--- config.mk ---
export PLATFORM = sky130hd
export DESIGN_NAME = fl_ckpt_ctrl
export DESIGN_NICKNAME = d
export VERILOG_FILES = /design/src/rtl/fl_ckpt_ctrl.sv
export SDC_FILE = /design/constraint.sdc
export NUM_CORES = 1
export LEC_CHECK = 0
export BUFFER_PORTS_ARGS = -buffer_cell sky130_fd_sc_hd__buf_4
export CAP_MARGIN = 20
export CORE_MARGIN = 3
export CORE_UTILIZATION = 63
export CTS_BUF_LIST = sky130_fd_sc_hd__clkbuf_2 sky130_fd_sc_hd__clkbuf_4 sky130_fd_sc_hd__clkbuf_8
export CTS_CLUSTER_SIZE = 30
export DETAILED_ROUTE_END_ITERATION = 6
export PLACE_DENSITY = 0.87
export SLEW_MARGIN = 20
export SYNTH_ARGS = -nofsm -noshare
export SYNTH_HDL_FRONTEND = slang
export SYNTH_SLANG_ARGS = --single-unit
--- constraint.sdc ---
create_clock -name clock -period 3.8 [get_ports clock]
set_input_delay 0.76 -clock clock [delete_from_list [all_inputs] [get_ports clock]]
set_output_delay 0.76 -clock clock [all_outputs]
set_load 0.01 [all_outputs]
--- src/rtl/fl_ckpt_ctrl.sv ---
// rtl/fl_ckpt_ctrl.sv - branch checkpoint controller for the 3-wide rename freelist head pointer
module fl_ckpt_ctrl #(
  parameter int CKPT_NUM  = 4,
  parameter int TAG_W     = 2,
  parameter int HP_W      = 6,
  parameter int DRAIN_CYC = 2
) (
  input  logic              clock,
  input  logic              reset,
  input  logic [2:0]        br_slot,
  input  logic [2:0]        dispatch_en,
  input  logic [HP_W-1:0]   fl_head,
  input  logic              res_valid,
  input  logic [TAG_W-1:0]  res_tag,
  input  logic              res_mispred,
  output logic [2:0]        dispatch_allow,
  output logic [TAG_W-1:0]  ckpt_tag,
  output logic              restore_en,
  output logic [HP_W-1:0]   restore_head,
  output logic [TAG_W:0]    ckpt_count,
  output logic              res_err
);

  typedef enum logic [1:0] {S_RUN, S_RECOVER, S_DRAIN} state_t;

  state_t            r_state, w_next;
  logic [3:0]        r_drain_cnt;
  logic [HP_W-1:0]   r_entry [CKPT_NUM];
  logic [TAG_W-1:0]  r_alloc_ptr, r_old_ptr;
  logic [TAG_W:0]    r_count;
  logic              r_restore_en, r_res_err;
  logic [HP_W-1:0]   r_restore_head;

  logic [2:0]        w_first_mask, w_first_hot;
  logic              w_has_br, w_second, w_full, w_run;
  logic              w_tag_ok, w_res_ok, w_mispred, w_free, w_alloc;
  logic [HP_W-1:0]   w_pc, w_snap;

  // w_first_mask covers the oldest branch slot and every slot older than it
  always_comb begin
    w_first_mask = 3'b000;
    w_first_hot  = 3'b000;
    if (br_slot[2]) begin
      w_first_mask = 3'b100;
      w_first_hot  = 3'b100;
    end else if (br_slot[1]) begin
      w_first_mask = 3'b110;
      w_first_hot  = 3'b010;
    end else if (br_slot[0]) begin
      w_first_mask = 3'b111;
      w_first_hot  = 3'b001;
    end
  end

  assign w_has_br  = |br_slot;
  assign w_second  = |(br_slot & ~w_first_mask);
  assign w_full    = (r_count == (TAG_W+1)'(CKPT_NUM));
  assign w_run     = (r_state == S_RUN);
  assign w_tag_ok  = (r_count != '0) && (res_tag == r_old_ptr);
  assign w_res_ok  = w_run & res_valid & w_tag_ok;
  assign w_mispred = w_res_ok & res_mispred;
  assign w_free    = w_res_ok & ~res_mispred;
  assign w_alloc   = w_run & w_has_br & (|(dispatch_en & w_first_hot)) & ~w_full;

  // Snapshot counts the branch's own allocation plus every older dispatched slot
  always_comb begin
    w_pc = '0;
    for (int i = 0; i < 3; i++) begin
      w_pc = w_pc + HP_W'(dispatch_en[i] & w_first_mask[i]);
    end
  end
  assign w_snap = fl_head + w_pc;

  always_ff @(posedge clock) begin
    if (!reset) begin
      r_state     <= S_RUN;
      r_drain_cnt <= '0;
    end else begin
      r_state <= w_next;
      if (r_state == S_RECOVER) r_drain_cnt <= 4'(DRAIN_CYC - 1);
      else if (r_state == S_DRAIN && r_drain_cnt != '0) r_drain_cnt <= r_drain_cnt - 4'd1;
    end
  end

  always_comb begin
    w_next = r_state;
    case (r_state)
      S_RUN:     if (w_mispred) w_next = S_RECOVER;
      S_RECOVER: w_next = S_DRAIN;
      S_DRAIN:   if (r_drain_cnt == '0) w_next = S_RUN;
      default:   w_next = S_RUN;
    endcase
  end

  always_comb begin
    dispatch_allow = 3'b000;
    if (w_run) begin
      if (!w_has_br)    dispatch_allow = 3'b111;
      else if (w_full)  dispatch_allow = w_first_mask & ~w_first_hot;
      else if (w_second) dispatch_allow = w_first_mask;
      else              dispatch_allow = 3'b111;
    end
  end

  always_ff @(posedge clock) begin
    if (!reset) begin
      r_alloc_ptr    <= '0;
      r_old_ptr      <= '0;
      r_count        <= '0;
      r_restore_en   <= 1'b0;
      r_restore_head <= '0;
      r_res_err      <= 1'b0;
    end else begin
      r_restore_en <= w_mispred;
      if (w_run && res_valid && !w_tag_ok) r_res_err <= 1'b1;
      if (w_mispred) begin
        r_restore_head <= r_entry[res_tag];
        r_count        <= '0;
        r_alloc_ptr    <= '0;
        r_old_ptr      <= '0;
      end else begin
        if (w_alloc) r_alloc_ptr <= r_alloc_ptr + 1'b1;
        if (w_free)  r_old_ptr   <= r_old_ptr + 1'b1;
        if (w_alloc && !w_free)      r_count <= r_count + 1'b1;
        else if (!w_alloc && w_free) r_count <= r_count - 1'b1;
      end
    end
  end

  // Head snapshots need no reset: they are only read behind a valid tag
  always_ff @(posedge clock) begin
    if (w_alloc && !w_mispred) r_entry[r_alloc_ptr] <= w_snap;
  end

  assign ckpt_tag     = r_alloc_ptr;
  assign restore_en   = r_restore_en;
  assign restore_head = r_restore_head;
  assign ckpt_count   = r_count;
  assign res_err      = r_res_err;

endmodule
Yosys cells after proc, flatten, opt, wreduce, memory -nomap -nowiden
Memories as Yosys holds them, arrays and structs flattened. A register that Yosys moved wholly into a read port is not among the register bits. Index checks and enable logic that the tools add are counted.

Bits in registers: 15. RAM bits: 24. Input port bits: 18. Output and inout bits: 16. Memories: 1.

Add/sub/neg operators: 8. Equal/unequal tests: 6. Mux-type cells: 19. Bitwise gates (word level): 18. Reduce and logical (&&, ||, !) cells: 24.

Memories: r_entry (depth 4, bits a word 6, read ports 1, clocked after memory_dff 1, write ports 1, RTL line 28) `logic [HP_W-1:0] r_entry [CKPT_NUM];`.

Operators with widths (number): 2-to-1 mux 3 bit (10); AND 1 bit (10); AND 3 bit (3); OR reduction 3 bit (3); logical AND 1 bit (7); adder 6 x 3 -> 6 bit (1); 2-to-1 mux 2 bit (3); inverter 3 bit (2); one-hot mux 2 bit (3 select lines) (1); zero test 1 bit (5); 2-to-1 mux 1 bit (5); adder 2 x 1 -> 2 bit (second input constant) (2); zero test 4 bit (1); inequality test 2 x 1 -> 1 bit (second input constant) (2); nonzero test 2 bit (2); nonzero test 4 bit (1); OR reduction 2 bit (2); subtractor 4 x 1 -> 4 bit (second input constant) (1); adder 2 x 1 -> 3 bit (1); adder 3 x 1 -> 3 bit (second input constant) (1); == test 3 bit (second input constant) (1); inverter 1 bit (3); nonzero test 3 bit (1); subtractor 3 x 1 -> 3 bit (second input constant) (1); 6 further kinds (6).

Longest topological paths before layout
Word-level depth: 11. Mapped depth: 11. Depth with buffers taken out: 10.

Worst setup path before layout
Ideal clock, no wire load.

Path type: input to register. Start point: input port br_slot[2]. End point: memory r_entry[0][4], data pin. Setup time: 180 ps. Arrival time: 2553 ps. Path slack: 1066 ps. Cell stages on the path: 9. Path through: buf_2 > o31ai_1 > fa_1 > inv_1 > ha_1 > inv_1 > fa_1 > nor2_1 > xor2_1.

Cells in the longest elaborated chain, start to end: 5. Elaborated cells between the ends (all ways): 7.

Ends and longest elaborated chain: start, declared (RTL line 10) `input logic [2:0] br_slot,`; 2-to-1 mux 3 bit (*) (RTL line 43) `if (br_slot[2]) begin`; AND 1 bit (RTL line 69) `w_pc = w_pc + HP_W'(dispatch_en[i] & w_first_mask[i]);`; adder 1 x 1 -> 2 bit (RTL line 69); adder 2 x 1 -> 3 bit (*) (RTL line 69); adder 6 x 3 -> 6 bit (*) (RTL line 72) `assign w_snap = fl_head + w_pc;`; named net w_snap[4] (RTL line 37) `logic [HP_W-1:0] w_pc, w_snap;`; end, declared (RTL line 28).

Mark *: on every way through the listed nets, which the timed path passes. The rest lies on a longest branch.

Worst setup path after layout
Start point: register r_count[0] (netlist: ckpt_count[0]). End point: output port dispatch_allow[0].

Cells in the longest elaborated chain, start to end: 4.

Ends and longest elaborated chain: start, declared (RTL line 30) `logic [TAG_W:0] r_count;`; start signal, assigned (RTL line 124) `if (w_alloc && !w_free) r_count <= r_count + 1'b1;`; start signal, assigned (RTL line 125) `else if (!w_alloc && w_free) r_count <= r_count - 1'b1;`; == test 3 bit (RTL line 57) `assign w_full = (r_count == (TAG_W+1)'(CKPT_NUM));`; 2-to-1 mux 3 bit (RTL line 99) `else if (w_full) dispatch_allow = w_first_mask & ~w_first_hot;`; 2-to-1 mux 3 bit (RTL line 98) `if (!w_has_br) dispatch_allow = 3'b111;`; 2-to-1 mux 3 bit (RTL line 97) `if (w_run) begin`; end, declared (RTL line 16) `output logic [2:0] dispatch_allow,`.

No other way between the ends.

==> results.json <==
{
  "status": "completed",
  "worstSetupEndpointType": "primary output",
  "synth_top_cells_by_area": "sky130_fd_sc_hd__edfxtp_1 (32%), sky130_fd_sc_hd__dfxtp_1 (19%), sky130_fd_sc_hd__mux4_2 (6.0%), sky130_fd_sc_hd__ha_1 (4.5%), sky130_fd_sc_hd__inv_1 (4.0%)",
  "uppermost_signal_routing_layer_after_detailed_routing": "met4",
  "max_freq_ghz": 0.385,
  "floorplan.initialDensity_pct": 66.1,
  "crit_arrival_ps": 1840,
  "synthDominantAreaCellType": "sky130_fd_sc_hd__edfxtp_1",
  "post_route_cells_drive_above_1_share_pct": 28.6,
  "whs_ps": 490,
  "ys_seq_area_share_pct": 50.9,
  "wl_per_cell_um": 14.1,
  "skew_pair_late_insertion_delay_ps": 350,
  "grt_pass1_wl_mm": 6.40,
  "cts_post_setup_buffers_inserted": 0,
  "grt_max_degree": 14,
  "synth_area_per_cell_um2": 12.4,
  "timing.final.hold_violations": 0,
  "final_cells": 263,
  "worst-setup-path-type": "register to primary output",
  "antenna_found_initial": 0,
  "pre_cts_slack_ps": 840,
  "timing.final.max_slew_violations": 0,
  "post-route-worst-setup-slack_ps": 1200,
  "clkTransAtPathRegs_ps": 130,
  "tritoncts.num_buffers": 5,
  "place.port_buffers": 33,
  "track_usage_pct": 20.3,
  "die-area_um2": 4310,
  "tritoncts": "built",
  "routed-wl-met2_mm": 1.96,
  "core_occupancy_in_the_finished_layout_pct": 75.2,
  "whs_path_depth": 2,
  "clock_tree.root_cell": "sky130_fd_sc_hd__clkbuf_4",
  "detailedRoute.firstPassIterationCount": 4,
  "wirelength_met1_mm": 1.47,
  "min_period_over_period_pct": 68.4,
  "overflow": 0,
  "met3_routed_wirelength_um": 195,
  "first_iteration_detailed_routing_drc_count": 63,
  "tritoncts_num_sinks": 45,
  "grt_pass1_vias": 1454,
  "synth_enable_flop_cells": 24,
  "synth_warnings": 0,
  "pwr_density_cell_nw_per_um2": 458,
  "cell_area_after_synthesis_um2": 2240,
  "postSynthRegisterBits": 45,
  "pin_count": 34,
  "cp.required_ps": 3040,
  "n_antenna_cell": 0,
  "routabilityCongestion": 0.822,
  "p_leak_nw": 1.03,
  "rsz0062_at_grt": "no",
  "die_y_um": 65.6,
  "mappedNetlistNets": 210,
  "startpoint_type": "register",
  "yosys.area.top_type_share_pct": 32.2,
  "hold_path.class": "register to register",
  "placedCellCount": 255,
  "async_flop_share_pct": 0,
  "cts_resized": 0,
  "finalWorstPathRequiredPeriod_ps": 2600,
  "drt.antenna.violating_nets": 0,
  "coreArea_um2": 3390,
  "hold_bufs_at_cts": 0,
  "area_delta_synth_final_pct": 13.7,
  "largest_fanout_on_the_critical_path": 6,
  "synth_commonest_cells": "sky130_fd_sc_hd__edfxtp_1 (24), sky130_fd_sc_hd__inv_1 (24), sky130_fd_sc_hd__dfxtp_1 (21)",
  "setup-tns-final_ps": 0,
  "timing.slew.headroom_pct": 66.8,
  "final.setup_skew_ps": 17.3,
  "r2r.worst_path.cells": 9,
  "post_drt_via_cell_ratio": 5.35,
  "leading_register_cell_type_out_of_synthesis": "sky130_fd_sc_hd__edfxtp_1",
  "cap_violations": 0,
  "post-route-drc-count": 0,
  "clock_path_buffers": 2,
  "dp_hpwl_mm": 2.94,
  "ir_drop_mv": 0.352,
  "cts.htree.levels": 2,
  "num_vias": 1406,
  "ys_types": 41,
  "worst-slew-pin-transition_ps": 494,
  "syn_inst_count": 181,
  "std_cell_rows": 21,
  "die_width_um": 65.6,
  "setup_viol": 0,
  "wirelength_mm": 3.71,
  "final_nets": 245
}
## cell type report
type	instances	area, µm²
Fill cell	220	842
Clock inverter	3	12.5
Sequential cell	45	1140
Tap cell	46	57.6
Timing Repair Buffer	34	255
Multi-Input combinational cell	104	946
Clock buffer	5	37.5
Inverter	26	97.6
## cell families (layout without fill, tap and decap cells)
logic type	after synthesis	after routing	share of synthesized area, %
DFF	45	45	50.9
AOI/OAI and AO/OA	24	24	9.61
muxes	9	9	7.37
xor gates and xnor gates	12	12	5.87
adders and majority gates	12	12	7.60
buffers and inverters	32	68	6.82
and+or+nand+nor	47	47	11.8
## path summary, 6_finish.rpt
check	start	slack [ps]	end
hold reg to reg	restore_head[5]$_SDFFE_PN0P_	490	restore_head[5]$_SDFFE_PN0P_
setup reg to reg	ckpt_count[0]$_SDFFE_PP0P_	1350	ckpt_count[2]$_SDFFE_PP0P_
hold / removal	restore_head[5]$_SDFFE_PN0P_	490	restore_head[5]$_SDFFE_PN0P_
setup / recovery	ckpt_count[0]$_SDFFE_PP0P_	1200	dispatch_allow[0]
## worst max-delay path, stage by stage, from the launching register on
cell                      delay, ps
sky130_fd_sc_hd__dfxtp_1        410
sky130_fd_sc_hd__nor3b_2        450
sky130_fd_sc_hd__maj3_1         270
sky130_fd_sc_hd__nor2_1          40
sky130_fd_sc_hd__o21ba_2        180
sky130_fd_sc_hd__buf_4          140
## stage by stage
stage               total power [mW]  area [µm²]
floorplan                      0.856        2240
global placement               0.950        2500
detailed placement             0.973        2500
CTS                             1.18        2550
global route                    1.25        2550
finish                          1.17        2550
## sequential cells by signal (all words and copies together), names as in the netlist
| register | flops |
|---|---|
| restore_en | 1 |
| res_err | 1 |
| r_old_ptr | 2 |
| ckpt_tag | 2 |
| r_state | 2 |
| r_entry | 24 |
| restore_head | 6 |
| r_drain_cnt | 4 |
| ckpt_count | 3 |
## layout by cell type (no fill, tap or decap), drive strengths merged, types with 4 or more instances in the layout
cell	instances
buf	34
inv	26
edfxtp	24
dfxtp	21
nor2	19
xnor2	9
ha	8
mux4	6
o22ai	6
a21oi	5
clkbuf	5
and2	4
nor3b	4
## metal layers
layer,global-route usage [%],vias up
met5,0,-
met4,10.9,0
met3,4.62,7
met2,36.4,43
met1,21.8,664
li1,-,692
## report_power, final
| group | total (mW) | switching [mW] | leakage, nW | internal (mW) |
|---|---|---|---|---|
| logic | 0.327 | 0.167 | 0.605 | 0.161 |
| registers | 0.633 | 0.0475 | 0.390 | 0.585 |
| clock network | 0.207 | 0.140 | 0.0300 | 0.0671 |
| total | 1.17 | 0.354 | 1.03 | 0.813 |
No activity file was read; power rests on OpenSTA's default activity.
